File: config.mk
export PLATFORM = sky130hd
export DESIGN_NAME = multicycle_control_fsm
export DESIGN_NICKNAME = d
export VERILOG_FILES = /design/src/rtl/riscv_ctrl_pkg.sv /design/src/rtl/ctrl_decode.sv /design/src/rtl/multicycle_control_fsm.sv
export SDC_FILE = /design/constraint.sdc
export NUM_CORES = 1
export LEC_CHECK = 0
export CORE_ASPECT_RATIO = 0.5
export CORE_UTILIZATION = 30
export CTS_CLUSTER_DIAMETER = 30
export DETAILED_ROUTE_END_ITERATION = 16
export PLACE_DENSITY_LB_ADDON = 0.05
export SETUP_SLACK_MARGIN = 0.1
export SLEW_MARGIN = 15
export SYNTH_ARGS = -nofsm -noshare
export SYNTH_HDL_FRONTEND = slang
export SYNTH_SLANG_ARGS = --single-unit
export TNS_END_PERCENT = 5
File: constraint.sdc
create_clock -name clk -period 2.2 [get_ports clk]
set_clock_uncertainty 0.05 [all_clocks]
set_input_delay 0.33 -clock clk [delete_from_list [all_inputs] [get_ports clk]]
set_output_delay 0.33 -clock clk [all_outputs]
set_load 0.02 [all_outputs]
File: src/rtl/riscv_ctrl_pkg.sv
// Shared types and constants for the multi-cycle RV64 control unit.
package riscv_ctrl_pkg;

    typedef enum logic [2:0] {
        S_FETCH     = 3'd0,
        S_DECODE    = 3'd1,
        S_EXECUTE   = 3'd2,
        S_MEM       = 3'd3,
        S_WRITEBACK = 3'd4
    } state_t;

    typedef enum logic [2:0] {
        C_R       = 3'd0,
        C_IALU    = 3'd1,
        C_LOAD    = 3'd2,
        C_STORE   = 3'd3,
        C_BRANCH  = 3'd4,
        C_ILLEGAL = 3'd5
    } class_t;

    localparam logic [6:0] OP_R      = 7'b0110011;
    localparam logic [6:0] OP_IALU   = 7'b0010011;
    localparam logic [6:0] OP_LOAD   = 7'b0000011;
    localparam logic [6:0] OP_STORE  = 7'b0100011;
    localparam logic [6:0] OP_BRANCH = 7'b1100011;

    localparam logic [2:0] F3_BEQ = 3'b000;
    localparam logic [2:0] F3_BGE = 3'b101;

    localparam logic [1:0] ALU_ADD = 2'b00;
    localparam logic [1:0] ALU_BR  = 2'b01;
    localparam logic [1:0] ALU_R   = 2'b10;
    localparam logic [1:0] ALU_I   = 2'b11;

    // {alu_src, alu_op} used by a class while its operands are in the ALU
    function automatic logic [2:0] alu_ctl(input class_t c);
        logic [2:0] v;
        v = {1'b0, ALU_ADD};
        case (c)
            C_R:      v = {1'b0, ALU_R};
            C_IALU:   v = {1'b1, ALU_I};
            C_LOAD:   v = {1'b1, ALU_ADD};
            C_STORE:  v = {1'b1, ALU_ADD};
            C_BRANCH: v = {1'b0, ALU_BR};
            default:  v = {1'b0, ALU_ADD};
        endcase
        return v;
    endfunction

endpackage

File: src/rtl/ctrl_decode.sv
// Combinational instruction classifier: opcode/funct3 to class.
module ctrl_decode
    import riscv_ctrl_pkg::*;
(
    input  logic [6:0] i_opcode,
    input  logic [2:0] i_funct3,
    output class_t     o_class,
    output logic       o_illegal
);

    logic w_br_ok;

    assign w_br_ok = (i_funct3 == F3_BEQ) || (i_funct3 == F3_BGE);

    always_comb begin
        o_class = C_ILLEGAL;
        unique case (1'b1)
            (i_opcode == OP_R):                 o_class = C_R;
            (i_opcode == OP_IALU):              o_class = C_IALU;
            (i_opcode == OP_LOAD):              o_class = C_LOAD;
            (i_opcode == OP_STORE):             o_class = C_STORE;
            (i_opcode == OP_BRANCH && w_br_ok): o_class = C_BRANCH;
            default:                            o_class = C_ILLEGAL;
        endcase
    end

    assign o_illegal = (o_class == C_ILLEGAL);

endmodule

File: src/rtl/multicycle_control_fsm.sv
// Multi-cycle FETCH/DECODE/EXECUTE/MEM/WRITEBACK sequencer for the RV64
// datapath, with memory handshakes and a retired-instruction counter.
module multicycle_control_fsm
    import riscv_ctrl_pkg::*;
#(
    parameter int CNT_W = 64
) (
    input  logic             clk,
    input  logic             reset,
    input  logic [6:0]       opcode,
    input  logic [2:0]       funct3,
    input  logic             zero,
    input  logic             ge_zero,
    input  logic             imem_ready,
    input  logic             dmem_ready,
    output logic             imem_req,
    output logic             ir_write,
    output logic             pc_write,
    output logic             pc_src,
    output logic             reg_write,
    output logic             mem_read,
    output logic             mem_write,
    output logic             mem_to_reg,
    output logic             alu_src,
    output logic [1:0]       alu_op,
    output logic             illegal,
    output logic [CNT_W-1:0] instret,
    output logic [2:0]       state
);

    state_t           r_state;
    state_t           w_next;
    class_t           r_class;
    class_t           w_dec_class;
    logic             w_dec_illegal;
    logic             w_taken;
    logic [CNT_W-1:0] r_instret;

    ctrl_decode u_dec (
        .i_opcode  (opcode),
        .i_funct3  (funct3),
        .o_class   (w_dec_class),
        .o_illegal (w_dec_illegal)
    );

    assign w_taken = (funct3 == F3_BGE) ? ge_zero : zero;

    always_ff @(posedge clk) begin
        if (reset) begin
            r_state   <= S_FETCH;
            r_class   <= C_R;
            r_instret <= '0;
        end else begin
            r_state <= w_next;
            if (r_state == S_DECODE)
                r_class <= w_dec_class;
            if (pc_write && !illegal)
                r_instret <= r_instret + CNT_W'(1);
        end
    end

    always_comb begin
        w_next     = r_state;
        imem_req   = 1'b0;
        ir_write   = 1'b0;
        pc_write   = 1'b0;
        pc_src     = 1'b0;
        reg_write  = 1'b0;
        mem_read   = 1'b0;
        mem_write  = 1'b0;
        mem_to_reg = 1'b0;
        alu_src    = 1'b0;
        alu_op     = ALU_ADD;
        illegal    = 1'b0;
        case (r_state)
            S_FETCH: begin
                imem_req = 1'b1;
                if (imem_ready) begin
                    ir_write = 1'b1;
                    w_next   = S_DECODE;
                end
            end
            S_DECODE: begin
                if (w_dec_illegal) begin
                    illegal  = 1'b1;
                    pc_write = 1'b1;
                    w_next   = S_FETCH;
                end else begin
                    w_next = S_EXECUTE;
                end
            end
            S_EXECUTE: begin
                {alu_src, alu_op} = alu_ctl(r_class);
                case (r_class)
                    C_BRANCH: begin
                        pc_write = 1'b1;
                        pc_src   = w_taken;
                        w_next   = S_FETCH;
                    end
                    C_LOAD, C_STORE: w_next = S_MEM;
                    default:         w_next = S_WRITEBACK;
                endcase
            end
            S_MEM: begin
                alu_src = 1'b1;
                alu_op  = ALU_ADD;
                if (r_class == C_LOAD) begin
                    mem_read = 1'b1;
                    if (dmem_ready)
                        w_next = S_WRITEBACK;
                end else begin
                    mem_write = 1'b1;
                    if (dmem_ready) begin
                        pc_write = 1'b1;
                        w_next   = S_FETCH;
                    end
                end
            end
            S_WRITEBACK: begin
                reg_write         = 1'b1;
                mem_to_reg        = (r_class == C_LOAD);
                {alu_src, alu_op} = alu_ctl(r_class);
                pc_write          = 1'b1;
                w_next            = S_FETCH;
            end
            default: w_next = S_FETCH;
        endcase
        // an access in flight when reset arrives is dropped, not completed
        if (reset) begin
            ir_write  = 1'b0;
            pc_write  = 1'b0;
            reg_write = 1'b0;
            mem_read  = 1'b0;
            mem_write = 1'b0;
            illegal   = 1'b0;
        end
    end

    assign state   = r_state;
    assign instret = r_instret;

endmodule

# [After elaboration in Yosys (flattened, before gate mapping)]
# Cells that the tools add are included.
[totals] reg_bits=70 input_bits=16 out_inout_bits=79 word_cells=66
[op_classes] n_addsub=1 eq_ne=17 mux=35 reduce_logical=10
[ops] operator="adder 64 x 1 -> 64 bit (second input constant)" n=1
[ops] operator="case mux 3 bit (4 select lines)" n=2
[ops] operator="2-to-1 mux 1 bit" n=23
[ops] operator="case mux 3 bit (5 select lines)" n=1
[ops] operator="== test 7 x 6 -> 1 bit (second input constant)" n=2
[ops] operator="== test 3 x 2 -> 1 bit (second input constant)" n=4
[ops] operator="== test 3 bit (second input constant)" n=4
[ops] operator="2-to-1 mux 3 bit" n=4
[ops] operator="logical NOT 3 bit" n=3
[ops] operator="== test 7 x 2 -> 1 bit (second input constant)" n=1
[ops] operator="== test 7 x 5 -> 1 bit (second input constant)" n=1
[ops] operator="== test 7 bit (second input constant)" n=1
[ops] operator="== test 3 x 1 -> 1 bit (second input constant)" n=2
[ops] operator="case mux 3 bit (2 select lines)" n=1
[ops] operator="2-to-1 mux 2 bit" n=2
[ops] operator="inequality test 2 bit (second input constant)" n=2
[ops] operator="case mux 1 bit (4 select lines)" n=1
[ops] operator="OR reduction 2 bit" n=2
[ops] operator="logical AND 1 bit" n=2
[ops] operator="case mux 1 bit (2 select lines)" n=1
[ops] operator="AND reduction 2 bit" n=1
[ops] operator="logical NOT 1 bit" n=1
[ops] operator="logical OR 1 bit" n=1

# [Depth between registers and ports, before layout]
[depth] word_depth=10 depth_mapped=8

# [By module]
# Synthesis repeated with hierarchy kept, for this count alone.
[hier_totals] hier_cells=507 area_unflattened_um2=4042.6
[by_module_without_submodules] mod="multicycle_control_fsm" n_inst=1 cells_each=495 area_per_inst_um2=3956.3
[by_module_without_submodules] mod="ctrl_decode" n_inst=1 cells_each=12 area_per_inst_um2=86.3

# [Worst setup path after synthesis]
# Ideal clock, no wire load.
[synth_timing] kind="reg-to-reg" start="register r_state[1] (netlist: state[1])" end="register r_instret[51] (netlist: instret[51])" setup_ns=0.132 t_arrival_ns=2.076 required_time_ns=2.018 slack_ns=-0.058 path_stages_with_launch=9 n_path_buf=3 cell_sequence="dfxtp_1 buf_2 nand2b_1 nor3_2 o211ai_1 buf_2 buf_2 o31ai_1 a21oi_1"
[synth_between] elab_chain_len=5
[synth_rtl] item="start: declaration" line_no="multicycle_control_fsm.sv:31" rtl="state_t r_state;"
[synth_rtl] item="start signal: assignment" line_no="multicycle_control_fsm.sv:54" rtl="r_state <= w_next;"
[synth_rtl] item="branches (longest 4 deep; another with case mux 1 bit (4 select lines))"
[synth_rtl] item="logical AND 1 bit (*)" line_no="multicycle_control_fsm.sv:57" rtl="if (pc_write && !illegal)"
[synth_rtl] item="end signal: assignment" line_no="multicycle_control_fsm.sv:58" rtl="r_instret <= r_instret + CNT_W'(1);"
[synth_rtl] item="end: declaration" line_no="multicycle_control_fsm.sv:37" rtl="logic [CNT_W-1:0] r_instret;"
# Mark *: on every way between the ends.
# A chain may end at the register's enable or synchronous reset.

# [Final worst setup path]
[layout_timing] start="register r_class[0]" end="register r_instret[53] (netlist: instret[53])"
[layout_between] elab_chain_len=5
[layout_rtl] item="start: declaration" line_no="multicycle_control_fsm.sv:33" rtl="class_t r_class;"
[layout_rtl] item="start signal: assignment" line_no="multicycle_control_fsm.sv:56" rtl="r_class <= w_dec_class;"
[layout_rtl] item="== test 3 x 2 -> 1 bit or == test 3 bit (tied branches)" line_no="multicycle_control_fsm.sv:107, multicycle_control_fsm.sv:94"
[layout_rtl] item="2-to-1 mux 1 bit (on tied branches)" line_no="multicycle_control_fsm.sv:107, multicycle_control_fsm.sv:94"
[layout_rtl] item="case mux 1 bit (4 select lines) (*)" line_no="multicycle_control_fsm.sv:75" rtl="case (r_state)"
[layout_rtl] item="2-to-1 mux 1 bit (*)" line_no="multicycle_control_fsm.sv:129" rtl="if (reset) begin"
[layout_rtl] item="logical AND 1 bit (*)" line_no="multicycle_control_fsm.sv:57"
# Every way passes the cells marked *; elsewhere a longest branch is shown, timed or not.

==> run summary <==
* **number of buffers added by the clock tree synthesis step** 9
* **result of the run** complete, no violations
* **Ant. Diodes** 0
* **fraction of synthesized area in multiplexers** 0.01062
* **worst slew slack as a fraction of its limit** 0.6295
* **min cycle time layout** 2185 ps
* **average wire length per cell after detail routing** 14.46 µm
* **via count of the routed design** 4,069
* **category of the worst setup path launch point** flop
* **leading cell types by total area after synthesis** sky130_fd_sc_hd__dfxtp_1 (37%), sky130_fd_sc_hd__a21oi_1 (6.9%), sky130_fd_sc_hd__nor2_1 (4.3%)
* **sum of net half-perimeters after detailed placement** 8112 µm
* **count of TritonRoute iterations in the first routing pass** 4
* **Placed Area** 5416 µm²
* **dominant combinational cell family by area after synthesis** simple AND/OR/NAND/NOR gates
* **IO buf count** 94
* **Leakage Power** 2.042 nW
* **sequential-to-total area share from yosys stat** 0.3717
* **final total power** 2.880 mW
* **number of antenna violations at the first check in global routing** 0
* **combined area of all synthesized cells** 3770 µm²
* **number of synthesized flops with an enable pin** 0
* **routability cong.** 0.7951
* **FP Rows** 28
* **critical register-to-register path startpoint** r_class[0]$_SDFFE_PP0P_
* **worst hold path class** in2reg
* **worst setup path class** reg2reg
* **drt first-iter violations** 179
* **RSZ-0062 raised after global routing** true
* **most common cell in the synthesized netlist** sky130_fd_sc_hd__dfxtp_1
* **top cell type by total area after synthesis** sky130_fd_sc_hd__dfxtp_1
* **clock tree from TritonCTS** built
* **number of standard cells after synthesis** 469
* **DR vias/cell** 5.112
* **max_cap viols** 0
* **area fraction in compound gates after synthesis** 0.2074
* **die footprint** 13,050 µm²
* **count of yosys warnings during synthesis** 0
* **final cell area excluding filler cells** 5872 µm²
* **ports placed on the boundary** 95
* **Mean Syn Cell Area** 8.038 µm²
* **transition time of the tightest slew-check pin** 555.8 ps
* **area share of the largest cell type after synthesis** 0.3717
* **number of slew-limit violations in the final report** 0
* **clk slew on worst S/H paths** 60 ps
* **width of the die** 160.5 µm
* **number of nets with antenna violations after routing** 0
* **root buffer cell** sky130_fd_sc_hd__clkbuf_16
* **GR Util All Layers** 0.1775
* **Fillers** 1,195
* **number of setup violations in the final report** 0
* **Post-route DRC** 0
* **maximum buffer depth of the clock tree** 2
* **post-synthesis adder-cell area fraction** 0.003319
* **clock latency on the worst-skew pair** 340 ps
* **library cells used by synthesis** 53
* **CP startpoint** r_class[0]$_SDFFE_PP0P_
* **Post-Route Setup TNS** 0 ps
* **nature of the critical path endpoint** flop
* **largest net degree at the start of global routing** 45
* **worst-path fanout max** 8
* **data required time of the critical path** 2420 ps
* **synth cell count leaders** sky130_fd_sc_hd__dfxtp_1 (70), sky130_fd_sc_hd__a21oi_1 (52), sky130_fd_sc_hd__nor2_1 (43)
* **initial core utilization** 0.3137
* **core area** 12,020 µm²
* **Final Cycle Share** 0.9932
* **Post-Route WL** 11,510 µm
* **number of hold buffers added after CTS** 0
* **minimum hold slack** 300.4 ps
* **asr flop ratio synth** 0
* **number of sinks on the clock net** 70
* **xor and xnor fraction of the mapped netlist area** 0.03717
* **area growth from synthesis to layout** 55.76%
* **power density over the cells** 490.4 nW/µm²
* **hold path start** reset
* **Peak VDD IR** 0.2912 mV
* **Hold Fails Final Rpt** 0
* **number of global-route vias before repair** 3,636
* **fmax** 457.6 MHz
* **share of synthesized cell area in and, or, nand and nor gates** 0.3259
* **net count reported at finish** 643
* **H-tree depth** 3
* **Die Y** 81.27 µm
* **flop and latch count out of synthesis** 70
* **number of nets in the synthesized netlist** 486
* **layout cells sized above 1** 0.2520
* **worst endpoint data arrival time** 2410 ps
* **first-pass GRT wire length** 18,290 µm
* **ys flop type** sky130_fd_sc_hd__dfxtp_1
* **total overflow reported by the global router** 0
[metal layers]
layer	track usage	part of all wire	vias to the layer above
met3	0.05567	0.040	10
met2	0.2792	0.42	62
met4	0.04476	0.0090	0
met5	0	0	-
met1	0.2358	0.53	1908
li1	-	-	2089
[area by class of cell]
type / count / area [µm²] / area share
clock buffers: 9 / 225.2 / 0.03836
flip-flops and latches: 70 / 1423 / 0.2423
inverters: 8 / 30.03 / 0.005114
well taps: 165 / 206.4 / 0.03516
clock inverters: 7 / 72.57 / 0.01236
multi-input cells: 360 / 2350 / 0.4002
repair buffers: 177 / 1565 / 0.2666
[worst paths after layout]
kind / to / slack, ps / depth (start not counted)
setup / recovery: instret[53]$_SDFFE_PP0P_ / 10 / 7
hold / removal: instret[57]$_SDFFE_PP0P_ / 300 / 2
setup reg to reg: instret[53]$_SDFFE_PP0P_ / 10 / 7
hold reg to reg: instret[63]$_SDFFE_PP0P_ / 440 / 1
[state kept, by name, indices dropped and copies added (netlist names)]
name,flops
instret,64
r_class,3
state,3
[what timing repair did]
| item | in CTS | in global routing |
|---|---|---|
| setup buffers | 1 | 7 |
| setup endpoints to repair | 49 | 58 |
| gates cloned | 0 | 1 |
| pin swaps | 35 | 21 |
| endpoints found under the hold margin | 0 | 0 |
| gates resized for setup | 40 | 36 |
[report_power, final]
| group | total [mW] | switching, mW | internal, mW | leakage, nW |
|---|---|---|---|---|
| registers | 1.27 | 0.00288 | 1.27 | 0.571 |
| clock network | 1.46 | 0.582 | 0.879 | 0.142 |
| logic | 0.147 | 0.0767 | 0.0707 | 1.33 |
| total | 2.88 | 0.661 | 2.22 | 2.04 |
[logic make-up after synthesis]
logic type,count (synthesis)
AO/OA/AOI/OAI,125
XOR/XNOR,16
adder cells (fa/ha/maj),1
buffers and inverters,39
flip-flops,70
multiplexers,4
AND/OR/NAND/NOR,214
[cells in the final DEF, fill, tap and decap left out, types with 14 or more instances in the layout]
| cell | instances |
|---|---|
| sky130_fd_sc_hd__buf_4 | 79 |
| sky130_fd_sc_hd__clkdlybuf4s50_1 | 79 |
| sky130_fd_sc_hd__dfxtp_1 | 57 |
| sky130_fd_sc_hd__a21oi_1 | 44 |
| sky130_fd_sc_hd__nor2_1 | 43 |
| sky130_fd_sc_hd__nand2_1 | 31 |
| sky130_fd_sc_hd__o21ai_0 | 30 |
| sky130_fd_sc_hd__nand4_1 | 23 |
| sky130_fd_sc_hd__or3_1 | 22 |
| sky130_fd_sc_hd__or4_1 | 17 |
| sky130_fd_sc_hd__nand3_1 | 16 |
| sky130_fd_sc_hd__o31ai_1 | 14 |
[stage by stage]
step / instances / setup slack (ps) / util
floorplan: 469 / 40.26 / -
global placement: 771 / -284.6 / 0.4508
detailed placement: 771 / -325.2 / 0.4508
CTS: 788 / -21.26 / 0.4786
global route: 796 / -69.56 / 0.4887
finish: 796 / 14.89 / 0.4887
[critical path, stage by stage, from the launching register on]
cell and delay [ps]:
sky130_fd_sc_hd__dfxtp_1 310, sky130_fd_sc_hd__or3b_4 410, sky130_fd_sc_hd__o31ai_4 210, sky130_fd_sc_hd__buf_6 160, sky130_fd_sc_hd__o211ai_1 130, sky130_fd_sc_hd__buf_6 190, sky130_fd_sc_hd__or4_1 530, sky130_fd_sc_hd__a21oi_2 130
No activity file was read; power rests on OpenSTA's default activity.
